==> src/rtl/duty_ramp_if.sv <==
// Target-duty command channel for duty_ramp: the source offers cmd_duty with
// cmd_valid and the ramp sequencer answers with cmd_ready.
interface duty_ramp_if;
    logic       cmd_valid;
    logic       cmd_ready;
    logic [7:0] cmd_duty;

    modport master (output cmd_valid, output cmd_duty, input cmd_ready);
    modport slave  (input cmd_valid, input cmd_duty, output cmd_ready);
endinterface

==> src/rtl/duty_ramp.sv <==
// Soft-start/soft-stop duty sequencer: slews duty toward an accepted target by STEP every TICK_DIV cycles.
// Optional emergency stop is compiled in with `define DUTY_RAMP_ESTOP_EN.
module duty_ramp #(
    parameter int TICK_DIV = 50000,
    parameter int STEP     = 1,
    parameter int MAX_DUTY = 100
) (
    input  logic        clk_50,
    input  logic        rst_n,
    duty_ramp_if.slave  cmd,
    input  logic        estop,
    output logic [7:0]  duty,
    output logic        busy,
    output logic        done
);
    localparam int            CW       = $clog2(TICK_DIV);
    localparam logic [CW-1:0] CNT_LAST = CW'(TICK_DIV - 1);
    localparam logic [7:0]    STEP_B   = 8'(STEP);
    localparam logic [7:0]    MAX_B    = 8'(MAX_DUTY);

    typedef enum logic {IDLE, RAMP} state_t;

    state_t        state_q, state_d;
    logic [7:0]    duty_q, duty_d;
    logic [7:0]    target_q, target_d;
    logic [CW-1:0] cnt_q, cnt_d;
    logic          done_q, done_d;

    logic          estop_active;
    logic          accept;
    logic [7:0]    tgt_req;
    logic [7:0]    diff;
    logic [7:0]    step_amt;
    logic          going_up;

`ifdef DUTY_RAMP_ESTOP_EN
    assign estop_active = estop;
`else
    logic unused_estop;
    assign unused_estop = estop;
    assign estop_active = 1'b0;
`endif

    assign cmd.cmd_ready = (state_q == IDLE) && !estop_active;
    assign accept        = cmd.cmd_valid && cmd.cmd_ready;

    // Clamped step: the last tick covers only what remains, so no overshoot and no wrap.
    assign tgt_req  = (cmd.cmd_duty > MAX_B) ? MAX_B : cmd.cmd_duty;
    assign going_up = duty_q < target_q;
    assign diff     = going_up ? (target_q - duty_q) : (duty_q - target_q);
    assign step_amt = (diff < STEP_B) ? diff : STEP_B;

    always_comb begin
        state_d  = state_q;
        duty_d   = duty_q;
        target_d = target_q;
        cnt_d    = cnt_q;
        done_d   = 1'b0;
        case (state_q)
            IDLE: begin
                cnt_d = '0;
                if (accept) begin
                    target_d = tgt_req;
                    if (tgt_req == duty_q) begin
                        done_d = 1'b1;
                    end else begin
                        state_d = RAMP;
                    end
                end
            end
            RAMP: begin
                if (cnt_q == CNT_LAST) begin
                    cnt_d  = '0;
                    duty_d = going_up ? (duty_q + step_amt) : (duty_q - step_amt);
                    if (step_amt == diff) begin
                        state_d = IDLE;
                        done_d  = 1'b1;
                    end
                end else begin
                    cnt_d = cnt_q + 1'b1;
                end
            end
            default: state_d = IDLE;
        endcase
`ifdef DUTY_RAMP_ESTOP_EN
        if (estop) begin
            state_d  = IDLE;
            duty_d   = '0;
            target_d = '0;
            cnt_d    = '0;
            done_d   = 1'b0;
        end
`endif
    end

    always_ff @(posedge clk_50 or negedge rst_n) begin
        if (!rst_n) begin
            state_q  <= IDLE;
            duty_q   <= '0;
            target_q <= '0;
            cnt_q    <= '0;
            done_q   <= 1'b0;
        end else begin
            state_q  <= state_d;
            duty_q   <= duty_d;
            target_q <= target_d;
            cnt_q    <= cnt_d;
            done_q   <= done_d;
        end
    end

    assign duty = duty_q;
    assign busy = (state_q == RAMP);
    assign done = done_q;
endmodule

==> src/flat_wrapper.sv <==
// flat-port wrapper written by rule: the top's interface ports become plain ports
module duty_ramp_flat 
#(
    parameter int TICK_DIV = 50000,
    parameter int STEP     = 1,
    parameter int MAX_DUTY = 100
)
  (clk_50, rst_n, estop, duty, busy, done, cmd_cmd_valid, cmd_cmd_duty, cmd_cmd_ready);
  duty_ramp_if cmd_i ();
  input  logic clk_50;
  input  logic rst_n;
  input  logic estop;
  output logic [7:0] duty;
  output logic busy;
  output logic done;
  input wire logic [$bits(cmd_i.cmd_valid)-1:0] cmd_cmd_valid;
  input wire logic [$bits(cmd_i.cmd_duty)-1:0] cmd_cmd_duty;
  output wire logic [$bits(cmd_i.cmd_ready)-1:0] cmd_cmd_ready;
  assign cmd_i.cmd_valid = cmd_cmd_valid;
  assign cmd_i.cmd_duty = cmd_cmd_duty;
  assign cmd_cmd_ready = cmd_i.cmd_ready;
  duty_ramp #(.TICK_DIV(TICK_DIV), .STEP(STEP), .MAX_DUTY(MAX_DUTY)) u_core (.clk_50(clk_50), .rst_n(rst_n), .cmd(cmd_i), .estop(estop), .duty(duty), .busy(busy), .done(done));
endmodule
==> config.mk <==
export PLATFORM = sky130hd
export DESIGN_NAME = duty_ramp_flat
export DESIGN_NICKNAME = d
export VERILOG_FILES = /design/src/rtl/duty_ramp_if.sv /design/src/rtl/duty_ramp.sv /design/src/flat_wrapper.sv
export SDC_FILE = /design/constraint.sdc
export NUM_CORES = 1
export LEC_CHECK = 0
export ABC_CLOCK_PERIOD_IN_PS = 6400
export CORE_ASPECT_RATIO = 1.2
export CORE_MARGIN = 2
export CORE_UTILIZATION = 25
export CTS_CLUSTER_DIAMETER = 30
export DETAILED_ROUTE_END_ITERATION = 8
export GPL_ROUTABILITY_DRIVEN = 0
export PLACE_DENSITY = 0.39
export SLEW_MARGIN = 30
export SYNTH_ARGS = -nofsm -noshare
export SYNTH_HDL_FRONTEND = slang
export SYNTH_SLANG_ARGS = --single-unit
==> constraint.sdc <==
create_clock -name clk_50 -period 6.4 [get_ports clk_50]
set_input_delay 0.64 -clock clk_50 [delete_from_list [all_inputs] [get_ports clk_50]]
set_output_delay 0.64 -clock clk_50 [all_outputs]
set_load 0.01 [all_outputs]
==> metrics, run 1 <==
sequential element share of the synthesized area=0.309; switching power as a share of total power=0.306; vias in the first global route=2,281; ant diodes=0; Final Hold Viols=0; Cell Int Power=0.472 mW; switching power=0.208 mW; highest clock frequency the design can meet=189 MHz; Clock power frac=0.362; area of the die=11,900 sq um; #FFs+latches synth=34; RSZ-0062 raised after global routing=false; largest net degree at the start of global routing=35; final cycle utilization of the critical path=0.826; Num CTS Buffers=5; routed length per instance=15.4 um; worst rel slew slack=0.450; path depth of the worst reg2reg path=19; category of the worst setup path launch point=flop; reg-to-reg setup timing slack=1110 ps; Data required, critical path=6610 ps; Sum Neg Setup Slack=0 ps; Critical Path End Type=flop; core footprint=10,900 sq um; Tot Pwr=0.680 mW; DRC Markers=0; post-CTS setup buffer count=0; die height=119 um; max-cap viol count=0; antenna violations before repair=0; worst setup slack after layout=1110 ps; DP Worst Slack=1110 ps; x dimension of the die=99.8 um; row count=42; first-pass detailed-route iteration total=4; number of endpoints failing setup at the final stage=0; crit path max fanout=12; cells after synthesis=320; yosys synthesis warning count=0; Final ANT Viol Nets=0; slowest cell on the critical path=dfrtp_1; first-pass GRT wire length=12.0 mm; post-cts gate resize count=0; reported leakage power=1.45 nW; starting density of the core=0.253; maximum resistive drop on vdd=145 uV; time the final worst path needs with I/O delays and setup=5290 ps; slowest stage delay, CP=520 ps; clock buffer depth=2; Critical Path, Cell by Cell=inv_1 -> ha_1 -> a21oi_4 -> o21ai_2 -> mux2_2 -> o22ai_1 -> nor4_2 -> nand4bb_1 -> inv_1 -> ha_1 -> or3_2 -> ha_1 -> o21ai_0 -> a21oi_1 -> o21ai_0 -> a21oi_1 -> nor2_1 -> or4b_1 -> nand4_1; source of the worst register-to-register timing path=u_core.duty[5]$_DFFE_PN0P_; critical path buffer and inverter count=2; Reg clk slew, reported paths=60 ps; post-synth design cell area=2750 sq um; clock net sink count=34; global route overflow=0; worst min-delay path class=in -> async; synthesized net count=359; number of enable flip-flop cells after synthesis=0; number of top-level pins=23; FFs w/ async S/R, synth=1.00; part of the total power dissipated in sequential elements=0.396; part of the total power dissipated in combinational logic=0.242; Reg-to-Reg End=u_core.duty[7]$_DFFE_PN0P_; clock insertion delay at the later pin of the skew report=280 ps; Clock H-tree levels=2; half-perimeter wire length after detailed placement=5.68 mm; Avg Inst Size Synth=8.61 sq um; Final Slew Violations=0; top library cells by usage in the layout, fill and taps aside=nand2_1 (34), dfrtp_1 (34), inv_1 (30), nor2_1 (24), ha_1 (24); result of the run=finished, final reports clean; distinct cell type count after synthesis=61; share of post-route cells with drive strength above 1=0.0824; Port Buffer Count=21; category of the most critical setup path=reg -> reg; Least-Margin Pin Slew=825 ps; detailed-route vias per instance=4.78; post-synthesis to final-layout area growth=16.8%; TritonCTS clock tree=yes; CTS root buf=clkbuf_16; pwr dens=212 nW/um^2; final wirelength=7.26 mm; CP Data Arrival Time=5500 ps; Crit path top cell by count=ha_1; Total GRT Usage=0.130; hold-fix buffer count after cts=0; final-stage net count=378; largest clock skew in the final design=2.81 ps; kind of cell adding the most delay to the critical path=simple AND/OR/NAND/NOR gates; violation count after the first detailed-route iteration=68; Most used DFF post-synth=dfrtp_1; vias after detailed routing=2,255
[sequential cells by signal (all words and copies together), names as in the netlist]
signal,cells
u_core.target_q,8
u_core.cnt_q,16
u_core.duty,8
u_core.busy,1
u_core.done,1
[area by class of cell]
cell class	instances	area (sq um)
clock inverters	1	5.00
repair buffers	22	213
flip-flops and latches	34	851
clock buffers	7	143
well taps	132	165
inverters	30	113
fillers	1150	7660
multi-input cells	246	1730
[through the flow]
stage	std cells	utilization	hold WS (ps)	area, sq um
after floorplan	320	-	344	2750
after global placement	464	0.282	453	3060
after detailed placement	464	0.282	457	3060
after CTS	472	0.295	464	3210
after global routing	472	0.296	501	3220
final	472	0.296	458	3220
[how the worst max path moves through the flow]
stage / from / end / slack, ps / cells after the start
finish: u_core.duty[5]$_DFFE_PN0P_ / u_core.duty[7]$_DFFE_PN0P_ / 1110 / 19
global route: u_core.duty[5]$_DFFE_PN0P_ / u_core.duty[7]$_DFFE_PN0P_ / 670 / 19
CTS: u_core.duty[5]$_DFFE_PN0P_ / u_core.duty[7]$_DFFE_PN0P_ / 1080 / 19
detailed placement: u_core.duty[5]$_DFFE_PN0P_ / u_core.duty[7]$_DFFE_PN0P_ / 1110 / 19
global placement: u_core.duty[5]$_DFFE_PN0P_ / u_core.duty[7]$_DFFE_PN0P_ / 1080 / 19
floorplan: u_core.duty[0]$_DFFE_PN0P_ / u_core.duty[7]$_DFFE_PN0P_ / 1850 / 22
[power by group through the flow]
| stage | logic, mW | registers [mW] | clock network (mW) |
|---|---|---|---|
| 5_1_grt | 0.189 | 0.273 | 0.266 |
| 6_report | 0.164 | 0.270 | 0.246 |
| 3_5_place_dp | 0.164 | 0.272 | 0 |
| 4_1_cts | 0.166 | 0.269 | 0.254 |
| 2_1_floorplan | 0.132 | 0.265 | 0 |
| 3_3_place_gp | 0.165 | 0.273 | 0 |
[Yosys cell counts, types with 2 or more instances]
master    count  area (sq um)
nor2b_1       2          12.5
o31ai_1       2          15.0
a221oi_1      3          26.3
or3_2         3          22.5
a21oi_1      19          95.1
a31oi_1       2          12.5
o21ai_0      21           105
a22o_1        2          17.5
nor3_1        8          40.0
nor4_1        4          25.0
a21o_1        6          45.0
nand2_1      34           128
xor2_1        8          70.1
nand4_1       5          31.3
clkbuf_1      3          11.3
nor2_1       24          90.1
mux2i_1       2          20.0
buf_6         3          33.8
o21a_1        5          37.5
a32oi_1       2          17.5
buf_4         2          15.0
xnor2_1      14           123
o22ai_1       3          18.8
ha_1         24           300
dfrtp_1      34           851
nand3_1       7          35.0
mux2_2        3          33.8
inv_1        30           113
fa_1          3          60.1
and3_1       11          68.8
[layer usage]
layer	vias to the layer above	track usage	share of wire
met5	-	0	0
met4	0	0.0317	0.010
met3	6	0.0282	0.033
met2	29	0.224	0.50
met1	1061	0.163	0.45
li1	1159	-	-
[kinds of logic (layout without fill, tap and decap cells)]
family                   after synthesis  after routing  share of synthesized area
AO/OA/AOI/OAI                         79             79                      0.194
other                                  1              1                    0.00136
flip-flops                            34             34                      0.309
adder cells (fa/ha/maj)               27             27                      0.131
XOR/XNOR                              22             22                     0.0700
buffers and inverters                 40             60                     0.0659
multiplexers                           5              5                     0.0195
AND/OR/NAND/NOR                      112            112                      0.209
Note: power is estimated with default switching activity, not from simulation.
==> inputs of run 2 (changes only) <==
- ABC_CLOCK_PERIOD_IN_PS: 6400 -> 5400
- clock period: 6.4 -> 5.4 ns (I/O delays scaled with it)
==> run 2 against run 1 <==
  * Combinational power grew 21%
  * Sequential share of layout area decreased by 0.44 points
  * Critical path depth stayed put
  * Final cell count grew 1.9%
  * Sequential cell count unchanged
  * Clock power increased by 11%
==> metrics, run 2 (same netlist as run 1, synthesis figures left out) <==
Final Slew Violations=0 (unchanged); post-cts gate resize count=0 (unchanged); Num CTS Buffers=5 (unchanged); Port Buffer Count=21 (unchanged); post-CTS setup buffer count=0 (unchanged); Cell Int Power=0.547 mW (+16%); post-synthesis to final-layout area growth=18.8%; TritonCTS clock tree=yes; detailed-route vias per instance=4.81 (+0.74%); row count=42 (unchanged); ant diodes=0 (unchanged); clock net sink count=34 (unchanged); max-cap viol count=0 (unchanged); antenna violations before repair=0 (unchanged); source of the worst register-to-register timing path=u_core.duty[1]$_DFFE_PN0P_; # fillers=1,154 (+0.35%); highest clock frequency the design can meet=204 MHz (+7.6%); largest clock skew in the final design=7.19 ps (+4.38 ps); Tot Pwr=0.789 mW (+16%); final cycle utilization of the critical path=0.910 (+0.0840); final wirelength=7.61 mm (+4.8%); pwr dens=241 nW/um^2 (+14%); met2 usage=0.225 (+0.00127); Final Hold Viols=0 (unchanged); worst min-delay path class=in -> async; DRC Markers=0 (unchanged); switching power as a share of total power=0.307 (+0.000992); reg-to-reg setup timing slack=490 ps (-630 ps); post-route standard cell area excluding fillers=3270 sq um (+1.7%); category of the most critical setup path=reg -> reg; clock insertion delay at the later pin of the skew report=280 ps (about the same); top library cells by usage in the layout, fill and taps aside=nand2_1 (34), dfrtp_1 (34), inv_1 (30), nor2_1 (24), ha_1 (24); global route overflow=0 (unchanged); result of the run=finished, final reports clean; vias after detailed routing=2,315 (+2.7%); Critical Path End Type=flop; violation count after the first detailed-route iteration=123 (+81%); reported leakage power=1.49 nW (+2.3%); half-perimeter wire length after detailed placement=5.98 mm (+5.4%); part of the total power dissipated in combinational logic=0.251 (+0.009); number of top-level pins=23 (unchanged); first-pass GRT wire length=12.2 mm (+1.4%); flip-flop count of the largest register after layout=16 (unchanged); Least-Margin Pin Slew=910 ps (+85.6 ps); clock buffer depth=2 (unchanged); final-stage net count=388 (+2.6%); starting density of the core=0.253 (unchanged); Sum Neg Setup Slack=0 ps (unchanged); maximum resistive drop on vdd=157 uV (+8.8%); CTS root buf=clkbuf_16; Clock H-tree levels=2 (unchanged); Post-Place Cell Area=3140 sq um (+2.5%); die height=119 um (unchanged); Clock power frac=0.345 (-0.017); Reg-to-Reg End=u_core.duty[7]$_DFFE_PN0P_; hold-fix buffer count after cts=0 (unchanged); switching power=0.242 mW (+16%); Total GRT Usage=0.134 (+0.00437); category of the worst setup path launch point=flop; Final ANT Viol Nets=0 (unchanged); share of post-route cells with drive strength above 1=0.100 (+0.0179); layer with the highest usage=met2; worst rel slew slack=0.390 (-0.0599); GR Util met3=0.0258 (-0.00235); RSZ-0062 raised after global routing=false; Data required, critical path=5610 ps (-1000 ps); time the final worst path needs with I/O delays and setup=4910 ps (-373 ps); area of the die=11,900 sq um (unchanged); routed length per instance=15.8 um (+2.8%); path depth of the worst reg2reg path=19 (unchanged); first-pass detailed-route iteration total=4 (unchanged); routing usage on met1=0.168 (+0.00477); CP Data Arrival Time=5120 ps (-380 ps); vias in the first global route=2,271 (-0.44%); Reg clk slew, reported paths=60 ps (about the same); part of the total power dissipated in sequential elements=0.404 (+0.008); largest net degree at the start of global routing=35 (unchanged); crit path max fanout=8 (-4); x dimension of the die=99.8 um (unchanged); number of endpoints failing setup at the final stage=0 (unchanged); top register by number of flip-flops=u_core.cnt_q; core footprint=10,900 sq um (unchanged)
-- run 2: cell types whose count changed in the layout (fill, tap and decap cells not counted), sizes merged --
| cell | previous run | this run |
|---|---|---|
| buf | 2 | 12 |
| clkinv | 1 | 0 |
-- run 2: per-layer routing --
| layer | vias up | wire, um | share of wire |
|---|---|---|---|
| li1 | 1177 | - | - |
| met1 | 1084 | 3430 | 0.45 |
| met2 | 43 | 3710 | 0.49 |
| met3 | 11 | 274 | 0.036 |
| met4 | 0 | 192 | 0.025 |
| met5 | - | 0 | 0 |
-- run 2: per-stage QoR --
step,util,hold WS [ps],setup slack (ps),cells
after global placement,0.288,451,482,474
after detailed placement,0.288,444,477,474
after floorplan,-,244,854,320
final,0.301,350,486,481
after CTS,0.301,394,456,481
after global routing,0.301,432,96.3,481
-- run 2: power groups by stage --
stage	sequential (mW)	clock [mW]	combinational (mW)
finish	0.319	0.272	0.198
global route	0.323	0.294	0.227
CTS	0.318	0.284	0.200
detailed placement	0.323	0	0.198
global placement	0.323	0	0.198
floorplan	0.314	0	0.156
-- run 2: worst max-delay path, stage by stage, from the launching register on --
cell       delay (ps)
dfrtp_1           580
inv_1             170
fa_1              470
a21o_1            170
a21oi_1           270
o21ai_0           140
o22ai_1           280
nor4_2             90
nand4bb_1         190
inv_1              60
ha_1              200
or3_2             490
ha_1              320
o21ai_0           110
a21oi_1           120
o21ai_0           230
a21oi_1           150
nor2_1            230
or4b_1            450
nand4_1           100
-- run 2: how the worst max path moves through the flow --
stage / startpoint / endpoint / slack [ps]
6_report: u_core.duty[1]$_DFFE_PN0P_ / u_core.duty[7]$_DFFE_PN0P_ / 490
5_1_grt: u_core.duty[1]$_DFFE_PN0P_ / u_core.duty[7]$_DFFE_PN0P_ / 100
4_1_cts: u_core.duty[1]$_DFFE_PN0P_ / u_core.duty[7]$_DFFE_PN0P_ / 460
3_5_place_dp: u_core.duty[1]$_DFFE_PN0P_ / u_core.duty[7]$_DFFE_PN0P_ / 480
3_3_place_gp: u_core.duty[1]$_DFFE_PN0P_ / u_core.duty[7]$_DFFE_PN0P_ / 480
2_1_floorplan: u_core.duty[0]$_DFFE_PN0P_ / u_core.duty[7]$_DFFE_PN0P_ / 850
-- run 2: layout make-up --
class                      count  area [sq um]  area share
clock buffer                   7           133      0.0406
inverter                      30           113      0.0344
multi-input combinational    246          1720       0.526
sequential                    34           851       0.260
tap                          132           165      0.0505
timing repair buffer          32           288      0.0880
